[config.mk]
export PLATFORM = sky130hd
export DESIGN_NAME = slink_apb_splitter
export DESIGN_NICKNAME = d
export VERILOG_FILES = /design/src/rtl/slink_apb_pkg.sv /design/src/rtl/slink_apb_timeout_cnt.sv /design/src/rtl/slink_apb_splitter.sv
export SDC_FILE = /design/constraint.sdc
export NUM_CORES = 1
export LEC_CHECK = 0
export BUFFER_PORTS_ARGS = -buffer_cell sky130_fd_sc_hd__buf_2
export CORE_MARGIN = 2
export CORE_UTILIZATION = 49
export DETAILED_ROUTE_END_ITERATION = 7
export PLACE_DENSITY_LB_ADDON = 0.2
export RECOVER_POWER = 50
export SLEW_MARGIN = 30
export SYNTH_ARGS = -nofsm -noshare
export SYNTH_HDL_FRONTEND = slang
export SYNTH_HIERARCHICAL = 1
export SYNTH_SLANG_ARGS = --single-unit
[constraint.sdc]
create_clock -name apb_clk -period 5.1 [get_ports apb_clk]
set_input_delay 0.255 -clock apb_clk [delete_from_list [all_inputs] [get_ports apb_clk]]
set_output_delay 0.255 -clock apb_clk [all_outputs]
set_load 0.005 [all_outputs]
[src/rtl/slink_apb_pkg.sv]
// rtl/slink_apb_pkg.sv - shared state encoding and constants for the S-Link APB splitter
package slink_apb_pkg;

  typedef enum logic [1:0] {
    ST_IDLE   = 2'd0,
    ST_SETUP  = 2'd1,
    ST_ACCESS = 2'd2,
    ST_DONE   = 2'd3
  } apb_state_t;

  localparam logic [31:0] DEFAULT_RDATA = 32'h0;

  // A zero-length watchdog still needs a 1-bit register to keep the counter legal.
  function automatic int unsigned cnt_width(input int unsigned max_count);
    return (max_count == 0) ? 1 : $clog2(max_count + 1);
  endfunction

endpackage

[src/rtl/slink_apb_timeout_cnt.sv]
// rtl/slink_apb_timeout_cnt.sv - saturating ACCESS-stall counter with clear, enable and expiry flag
module slink_apb_timeout_cnt
  import slink_apb_pkg::*;
#(
  parameter int unsigned MAX_COUNT = 256
) (
  input  logic clk,
  input  logic rst_n,
  input  logic clr,
  input  logic en,
  output logic expired
);

  localparam int unsigned   CW   = cnt_width(MAX_COUNT);
  localparam logic [CW-1:0] SAT  = CW'(MAX_COUNT);
  localparam logic [CW-1:0] LAST = (MAX_COUNT == 0) ? '0 : CW'(MAX_COUNT - 1);

  logic [CW-1:0] count;

  always_ff @(posedge clk or negedge rst_n) begin
    if (!rst_n) begin
      count <= '0;
    end else if (clr) begin
      count <= '0;
    end else if (en && (count != SAT)) begin
      count <= count + CW'(1);
    end
  end

  // Expiry looks at the pre-increment value, so the abort lands on the last allowed stall cycle.
  assign expired = (MAX_COUNT != 0) && (count == LAST);

endmodule

[src/rtl/slink_apb_splitter.sv]
// rtl/slink_apb_splitter.sv - APB 1-to-N fabric with default slave and stall watchdog
module slink_apb_splitter
  import slink_apb_pkg::*;
#(
  parameter int unsigned NUM_SLAVES         = 4,
  parameter int unsigned ADDR_WIDTH         = 10,
  parameter int unsigned SEL_WIDTH          = 2,
  parameter int unsigned TIMEOUT_CYCLES     = 256,
  parameter bit          SLVERR_ON_UNMAPPED = 1'b1
) (
  input  logic                            apb_clk,
  input  logic                            apb_reset_n,
  input  logic                            apb_psel,
  input  logic                            apb_penable,
  input  logic                            apb_pwrite,
  input  logic [ADDR_WIDTH-1:0]           apb_paddr,
  input  logic [31:0]                     apb_pwdata,
  output logic [31:0]                     apb_prdata,
  output logic                            apb_pready,
  output logic                            apb_pslverr,
  output logic [NUM_SLAVES-1:0]           m_psel,
  output logic                            m_penable,
  output logic                            m_pwrite,
  output logic [ADDR_WIDTH-SEL_WIDTH-1:0] m_paddr,
  output logic [31:0]                     m_pwdata,
  input  logic [32*NUM_SLAVES-1:0]        m_prdata,
  input  logic [NUM_SLAVES-1:0]           m_pready,
  input  logic [NUM_SLAVES-1:0]           m_pslverr,
  output logic                            timeout_flag,
  output logic [SEL_WIDTH-1:0]            timeout_idx,
  input  logic                            timeout_clr
);

  localparam int unsigned OFF_WIDTH = ADDR_WIDTH - SEL_WIDTH;

  apb_state_t            state;
  logic [SEL_WIDTH-1:0]  idx;
  logic [SEL_WIDTH-1:0]  req_idx;
  logic                  req_mapped;
  logic                  setup_req;
  logic [NUM_SLAVES-1:0] req_onehot;
  logic                  slv_ready;
  logic                  slv_err;
  logic [31:0]           slv_rdata;
  logic                  cnt_clr;
  logic                  cnt_en;
  logic                  expired;

  assign setup_req  = apb_psel && !apb_penable;
  assign req_idx    = apb_paddr[ADDR_WIDTH-1 -: SEL_WIDTH];
  assign req_mapped = (32'(req_idx) < NUM_SLAVES);

  // Decode the incoming slot and mux the response of the captured slot.
  always_comb begin
    req_onehot = '0;
    slv_ready  = 1'b0;
    slv_err    = 1'b0;
    slv_rdata  = '0;
    for (int i = 0; i < NUM_SLAVES; i++) begin
      if (req_idx == SEL_WIDTH'(i)) begin
        req_onehot[i] = 1'b1;
      end
      if (idx == SEL_WIDTH'(i)) begin
        slv_ready = m_pready[i];
        slv_err   = m_pslverr[i];
        slv_rdata = m_prdata[32*i +: 32];
      end
    end
  end

  assign cnt_clr = (state == ST_IDLE) && setup_req && req_mapped;
  assign cnt_en  = (state == ST_ACCESS) && apb_psel && !slv_ready;

  slink_apb_timeout_cnt #(
    .MAX_COUNT (TIMEOUT_CYCLES)
  ) u_timeout_cnt (
    .clk     (apb_clk),
    .rst_n   (apb_reset_n),
    .clr     (cnt_clr),
    .en      (cnt_en),
    .expired (expired)
  );

  always_ff @(posedge apb_clk or negedge apb_reset_n) begin
    if (!apb_reset_n) begin
      state        <= ST_IDLE;
      idx          <= '0;
      m_psel       <= '0;
      m_penable    <= 1'b0;
      m_pwrite     <= 1'b0;
      m_paddr      <= '0;
      m_pwdata     <= '0;
      apb_prdata   <= '0;
      apb_pready   <= 1'b0;
      apb_pslverr  <= 1'b0;
      timeout_flag <= 1'b0;
      timeout_idx  <= '0;
    end else begin
      // A watchdog abort later in this block overrides the clear.
      if (timeout_clr) begin
        timeout_flag <= 1'b0;
      end
      case (state)
        ST_IDLE: begin
          if (setup_req) begin
            idx      <= req_idx;
            m_paddr  <= apb_paddr[OFF_WIDTH-1:0];
            m_pwrite <= apb_pwrite;
            m_pwdata <= apb_pwdata;
            if (req_mapped) begin
              state  <= ST_SETUP;
              m_psel <= req_onehot;
            end else begin
              state       <= ST_DONE;
              apb_pready  <= 1'b1;
              apb_pslverr <= SLVERR_ON_UNMAPPED;
              apb_prdata  <= DEFAULT_RDATA;
            end
          end
        end
        ST_SETUP: begin
          if (!apb_psel) begin
            state  <= ST_IDLE;
            m_psel <= '0;
          end else begin
            state     <= ST_ACCESS;
            m_penable <= 1'b1;
          end
        end
        ST_ACCESS: begin
          if (!apb_psel) begin
            state     <= ST_IDLE;
            m_psel    <= '0;
            m_penable <= 1'b0;
          end else if (slv_ready) begin
            state       <= ST_DONE;
            m_psel      <= '0;
            m_penable   <= 1'b0;
            apb_pready  <= 1'b1;
            apb_prdata  <= slv_rdata;
            apb_pslverr <= slv_err;
          end else if (expired) begin
            state        <= ST_DONE;
            m_psel       <= '0;
            m_penable    <= 1'b0;
            apb_pready   <= 1'b1;
            apb_prdata   <= '0;
            apb_pslverr  <= 1'b1;
            timeout_flag <= 1'b1;
            timeout_idx  <= idx;
          end
        end
        ST_DONE: begin
          state      <= ST_IDLE;
          apb_pready <= 1'b0;
        end
        default: begin
          state <= ST_IDLE;
        end
      endcase
    end
  end

endmodule

==> results.cfg, run 1 <==
[run_status]
status = finished, violations left
violations = max-capacitance violations, max-slew violations

[layout]
seqCellArea_um2 = 2400
final_cell_area_um2 = 6490
fillers = 838
multi_input_area_um2 = 2380
mostFrequentLayoutCells = 223 x buf_2, 165 x nand2_1, 94 x dfrtp_1, 43 x clkbuf_1, 36 x nand2b_1
drive_gt1_share_pct = 39.0
syn_to_final_growth_pct = 31.2
final_common_cell = buf_2
fin_nets = 922

[drt]
wl_per_cell_um = 16.2
finalWirelength_um = 14100
ant_nets = 0
vias = 4471
vias_per_cell = 5.14
drtIter0Drc = 245
route.detailed.drc = 0
firstDrtPassIters = 4

[sta]
fin_skew_ns = 0.0126
tightest_slew_ns = 1.85
fin_crit_sh_pct = 61.7
clock.fmax_mhz = 318
hold_viol = 0
slew_violations = 77
fin_tns_setup_ns = 0
post-route-min-period_ns = 3.15
rsz0062_at_grt = false
setup_viol = 0
relSlewSlack_pct = -23.2

[grt]
grt_pass1_wl_um = 22700
gr-total-overflow = 0
grt_pass1_vias = 4561
grtUsageTotal_pct = 26.2
grt_start_max_net_pins = 77
grt_antenna_before_repair = 4

[placed_design]
gp_congestion = 0.848
portBuffers = 266
placed_area_um2 = 6360
post-dp-hpwl_um = 10900

[setup_path]
arrival_ns = 3.12
crit_required_ns = 5.07
critical_path_class = primary input to asynchronous set/reset pin
path_max_fanout = 76
r2r_slack_ns = 2.43
start_kind = primary input
end_kind = asynchronous set/reset pin

[synth]
ys_seq_area_share_pct = 48.6
synth_seq_cells = 96
netlist_instances = 474
postSynthAreaPerCell_um2 = 10.4
yosysWarningCount = 6
yosys.area.top_type_share_pct = 48.6
synth_edf_count = 0
synth_area_um2 = 4950
yosys-top-cells-area = dfrtp_1 49%, mux4_2 15%, nand2_1 13%
async_flop_share_pct = 100
syn_nets = 666
synth_top_flop_cell = dfrtp_1
synth_area_leader_cell = dfrtp_1
yosysUniqueCellTypes = 45

[cts]
clkTransAtPathRegs_ns = 0.10
cts_made_buffers = 9
clkSinkCount = 96
htreeDepth = 3
cts_tree = built
cts_setup_buffers = 0
cts_resized = 0
clk_latency_ns = 0.35
clk_path_buf_depth = 2
clockRootBuffer = clkbuf_8

[hold_path]
min_path_type = primary input to register

[pwr]
powerDensity_nw_per_um2 = 481
power.leakage_nw = 3.29
peakVddDrop_mv = 0.249

[die]
io_pins = 267
rows = 36
start_util_pct = 50.6
chipHeight_um = 104
coreArea_um2 = 9770
die_w_um = 104
die_area_um2 = 10900

[flow_run]
drv_cap = 1
[final timing paths]
path | from | to | cells after the start
max | apb_reset_n | idx[1]$_DFFE_PN0P_ | 3
min | timeout_clr | timeout_flag$_DFF_PN0_ | 2
max reg2reg | u_timeout_cnt/count[0]$_DFFE_PN0P_ | apb_prdata[23]$_DFFE_PN0P_ | 8
min reg2reg | m_pwdata[8]$_DFFE_PN0P_ | m_pwdata[8]$_DFFE_PN0P_ | 2
max in group apb_clk | u_timeout_cnt/count[0]$_DFFE_PN0P_ | apb_prdata[23]$_DFFE_PN0P_ | 8
min in group asynchronous | apb_reset_n | apb_prdata[10]$_DFFE_PN0P_ | 2
[per-layer routing]
metal  up-vias  wire, µm  global-route usage, %
met5         -        13                      0
met4         2       323                   8.88
met3        23      1190                   6.89
met2       201      6830                   42.7
met1      2116      5740                   34.1
li1       2129         -                      -
[final cells by class]
type / instances / share of cell area [%]
sequential: 96 / 37.1
multi-input combinational: 342 / 36.7
timing repair buffer: 273 / 20.5
tap: 133 / 2.57
clock buffer: 9 / 1.91
clock inverter: 6 / 0.694
inverter: 8 / 0.463
antenna: 3 / 0.116
[logic make-up (layout without fill, tap and decap cells)]
kind of cell | Yosys count | after routing | synth area share (%)
and+or+nand+nor | 231 | 231 | 20.4
DFF | 96 | 96 | 48.6
AOI/OAI and AO/OA | 57 | 57 | 7.34
muxes | 44 | 44 | 18.0
buffers and inverters | 36 | 296 | 3.31
adders and majority gates | 8 | 8 | 2.02
xor gates and xnor gates | 2 | 2 | 0.354
other | 0 | 3 | 0
[worst max-delay path: stages]
cell and delay, ns:
dlygate4sd3_1 0.53, clkbuf_1 0.81, clkbuf_2 1.48
[cell usage after synthesis (3+ instances only)]
library cell and n:
nor2_1 9, mux2_4 3, nand2b_1 36, inv_1 7, mux2_1 6, o21ai_0 26, or3_1 3, nor3_1 3
nand4_1 4, mux4_2 33, buf_2 11, clkbuf_1 13, ha_1 8, o21ai_1 11, a21oi_1 5, nand2_1 165
dfrtp_1 96
[through the flow]
stage | std cells | total power [mW] | util, % | hold slack, ns | setup WS [ns]
floorplan | 474 | 2.19 | - | -0.0406 | 2.92
global placement | 851 | 2.68 | 65.1 | 0.150 | 2.52
detailed placement | 851 | 2.74 | 65.1 | 0.151 | 2.45
CTS | 867 | 3.19 | 66.9 | 0.0690 | 2.41
global route | 870 | 3.38 | 66.4 | 0.0590 | 1.30
finish | 870 | 3.12 | 66.4 | 0.0800 | 1.95
[report_power, final]
group | internal, mW | switching (mW) | total [mW]
registers | 1.05 | 0.252 | 1.30
logic | 0.715 | 0.663 | 1.38
clock network | 0.177 | 0.265 | 0.442
total | 1.94 | 1.18 | 3.12
[timing repair]
action	4_1_cts	5_1_grt
hold endpoints to repair	20	0
hold buffers	1	0
endpoints found under the setup margin	0	0
[sequential cells by signal (all words and copies together) (netlist names), 2 cells and up]
name	flops
idx	2
m_pwdata	32
timeout_idx	2
m_paddr	8
u_timeout_cnt/count	9
m_psel	4
state	2
apb_prdata	32
Note: power is estimated with default switching activity, not from simulation.
==> inputs of run 2 (changes only) <==
--- a/config.mk
+++ b/config.mk
@@ -7,7 +7,7 @@
 export LEC_CHECK = 0
 export BUFFER_PORTS_ARGS = -buffer_cell sky130_fd_sc_hd__buf_2
 export CORE_MARGIN = 2
-export CORE_UTILIZATION = 49
+export CORE_UTILIZATION = 45
 export DETAILED_ROUTE_END_ITERATION = 7
 export PLACE_DENSITY_LB_ADDON = 0.2
 export RECOVER_POWER = 50
==> constraint.sdc (replaced) <==
create_clock -name apb_clk -period 3.1 [get_ports apb_clk]
set_input_delay 0.155 -clock apb_clk [delete_from_list [all_inputs] [get_ports apb_clk]]
set_output_delay 0.155 -clock apb_clk [all_outputs]
set_load 0.005 [all_outputs]
==> results.cfg, run 2 (synthesized netlist as in run 1, its figures left out) <==
[run_status]
status = completed

[pwr]
powerDensity_nw_per_um2 = 763
peakVddDrop_mv = 0.482
p_int_mw = 3.31
seq_power_share_pct = 39.9
power_mw = 5.30
power.share.switching_pct = 37.5
p_comb_share_pct = 44.5
p_sw_mw = 1.99
power.leakage_nw = 3.44
power_frac_clock_pct = 15.7

[drt]
vias_per_cell = 5.14
drtIter0Drc = 346
vias = 4736
finalWirelength_um = 15000
ant_nets = 0
firstDrtPassIters = 4
route.detailed.drc = 0
wl_per_cell_um = 16.2

[sta]
worst_slack_ns = 0.773
tightest_slew_ns = 1.23
fin_tns_setup_ns = 0
relSlewSlack_pct = 18.3
clock.fmax_mhz = 430
setup_viol = 0
post-route-min-period_ns = 2.33
slew_violations = 0
rsz0062_at_grt = false
hold_viol = 0
fin_skew_ns = 0.0110
fin_crit_sh_pct = 75.1

[layout]
fillers = 897
reg.largest.list = apb_prdata (32), m_pwdata (32), u_timeout_cnt/count (9)
syn_to_final_growth_pct = 40.3
multi_input_area_um2 = 2380
mostFrequentLayoutCells = 206 x buf_2, 165 x nand2_1, 94 x dfrtp_1, 61 x clkbuf_1, 43 x dlygate4sd3_1
seqCellArea_um2 = 2400
drive_gt1_share_pct = 34.8
fin_nets = 966
final_common_cell = buf_2

[setup_path]
path_max_fanout = 64
end_kind = register
start_kind = register
arrival_ns = 2.60
critical_path_class = register to register
crit_required_ns = 3.37

[grt]
grt_start_max_net_pins = 65
grt_util_met2_pct = 43.7
grt_pass1_wl_um = 23500
grt_pass1_vias = 4922
grtUsageTotal_pct = 25.9
grt_use_met1_pct = 31.4
gr-total-overflow = 0
grt_antenna_before_repair = 3
use_met3_pct = 6.40
grt.busiest_layer = met2

[cts]
cts_made_buffers = 9
htreeDepth = 3
clk_latency_ns = 0.36
clkSinkCount = 96
clockRootBuffer = clkbuf_8
clk_path_buf_depth = 2
clkTransAtPathRegs_ns = 0.10
cts_tree = built

[flow_run]
drv_cap = 0

[placed_design]
post-dp-hpwl_um = 10800
gp_congestion = 0.832
pre_cts_slack_ns = 0.801
portBuffers = 266

[die]
chipHeight_um = 109
rows = 38
die_w_um = 109
coreArea_um2 = 10800
io_pins = 267
die_area_um2 = 11800
start_util_pct = 45.8

[hold_path]
min_path_type = primary input to register
[run 2: cell count changes in the layout (fill, tap and decap cells not counted), moves of 2 or more]
cell           change
dlygate4sd3_1     +42
inv_6              -2
buf_2             -17
clkbuf_1          +18
clkinvlp_4         -2
buf_4              +2
[run 2: final timing paths]
kind | startpoint | to | slack [ns] | cells after the start
max | u_timeout_cnt/count[0]$_DFFE_PN0P_ | apb_prdata[11]$_DFFE_PN0P_ | 0.77 | 9
min | apb_paddr[9] | idx[1]$_DFFE_PN0P_ | 0.05 | 3
max reg2reg | u_timeout_cnt/count[0]$_DFFE_PN0P_ | apb_prdata[11]$_DFFE_PN0P_ | 0.77 | 9
min reg2reg | m_pwdata[9]$_DFFE_PN0P_ | m_pwdata[9]$_DFFE_PN0P_ | 0.48 | 2
max in group asynchronous | apb_reset_n | m_pwdata[27]$_DFFE_PN0P_ | 0.82 | 3
min in group asynchronous | apb_reset_n | apb_prdata[12]$_DFFE_PN0P_ | 0.55 | 2
[run 2: critical path: stages (launching register included)]
cell and delay (ns):
dfrtp_1 0.42, ha_1 0.27, nand3_1 0.10, nor2_1 0.04, ha_1 0.20, or2_1 0.28
o221ai_4 0.17, buf_4 0.49, nand2_1 0.15, o21ai_0 0.12
[run 2: area by class of cell]
type	instances	area share, %
antenna	3	0.108
clock buffer	11	2.04
clock inverter	5	0.811
inverter	8	0.433
multi-input combinational	342	34.3
sequential	96	34.7
tap	140	2.52
timing repair buffer	317	25.1
[run 2: per-layer routing]
metal,wire length [µm],vias up
met5,0,-
met3,1240,34
met4,397,0
met2,7280,245
li1,-,2214
met1,6040,2243
[run 2: per-stage QoR]
step | std cells | utilization [%] | instance area (µm²) | hold slack [ns]
CTS | 918 | 64.9 | 7000 | 0.00896
global route | 922 | 64.3 | 6940 | 0.0540
finish | 922 | 64.3 | 6940 | 0.0538
detailed placement | 860 | 59.1 | 6380 | 0.214
floorplan | 474 | - | 4950 | -0.141
global placement | 860 | 59.1 | 6380 | 0.205
[run 2: power by group through the flow]
| stage | clock, mW | combinational [mW] | sequential (mW) |
|---|---|---|---|
| after detailed placement | 0 | 2.41 | 2.10 |
| after global placement | 0 | 2.33 | 2.09 |
| after floorplan | 0 | 1.57 | 2.03 |
| after global routing | 0.909 | 2.63 | 2.18 |
| after CTS | 0.847 | 2.44 | 2.10 |
| final | 0.830 | 2.36 | 2.11 |
[run 2: repair_timing]
item | in CTS | in global routing
hold buffers | 42 | 1
endpoints found under the hold margin | 87 | 1
buffers inserted | 0 | 0
gates resized for setup | 0 | 0
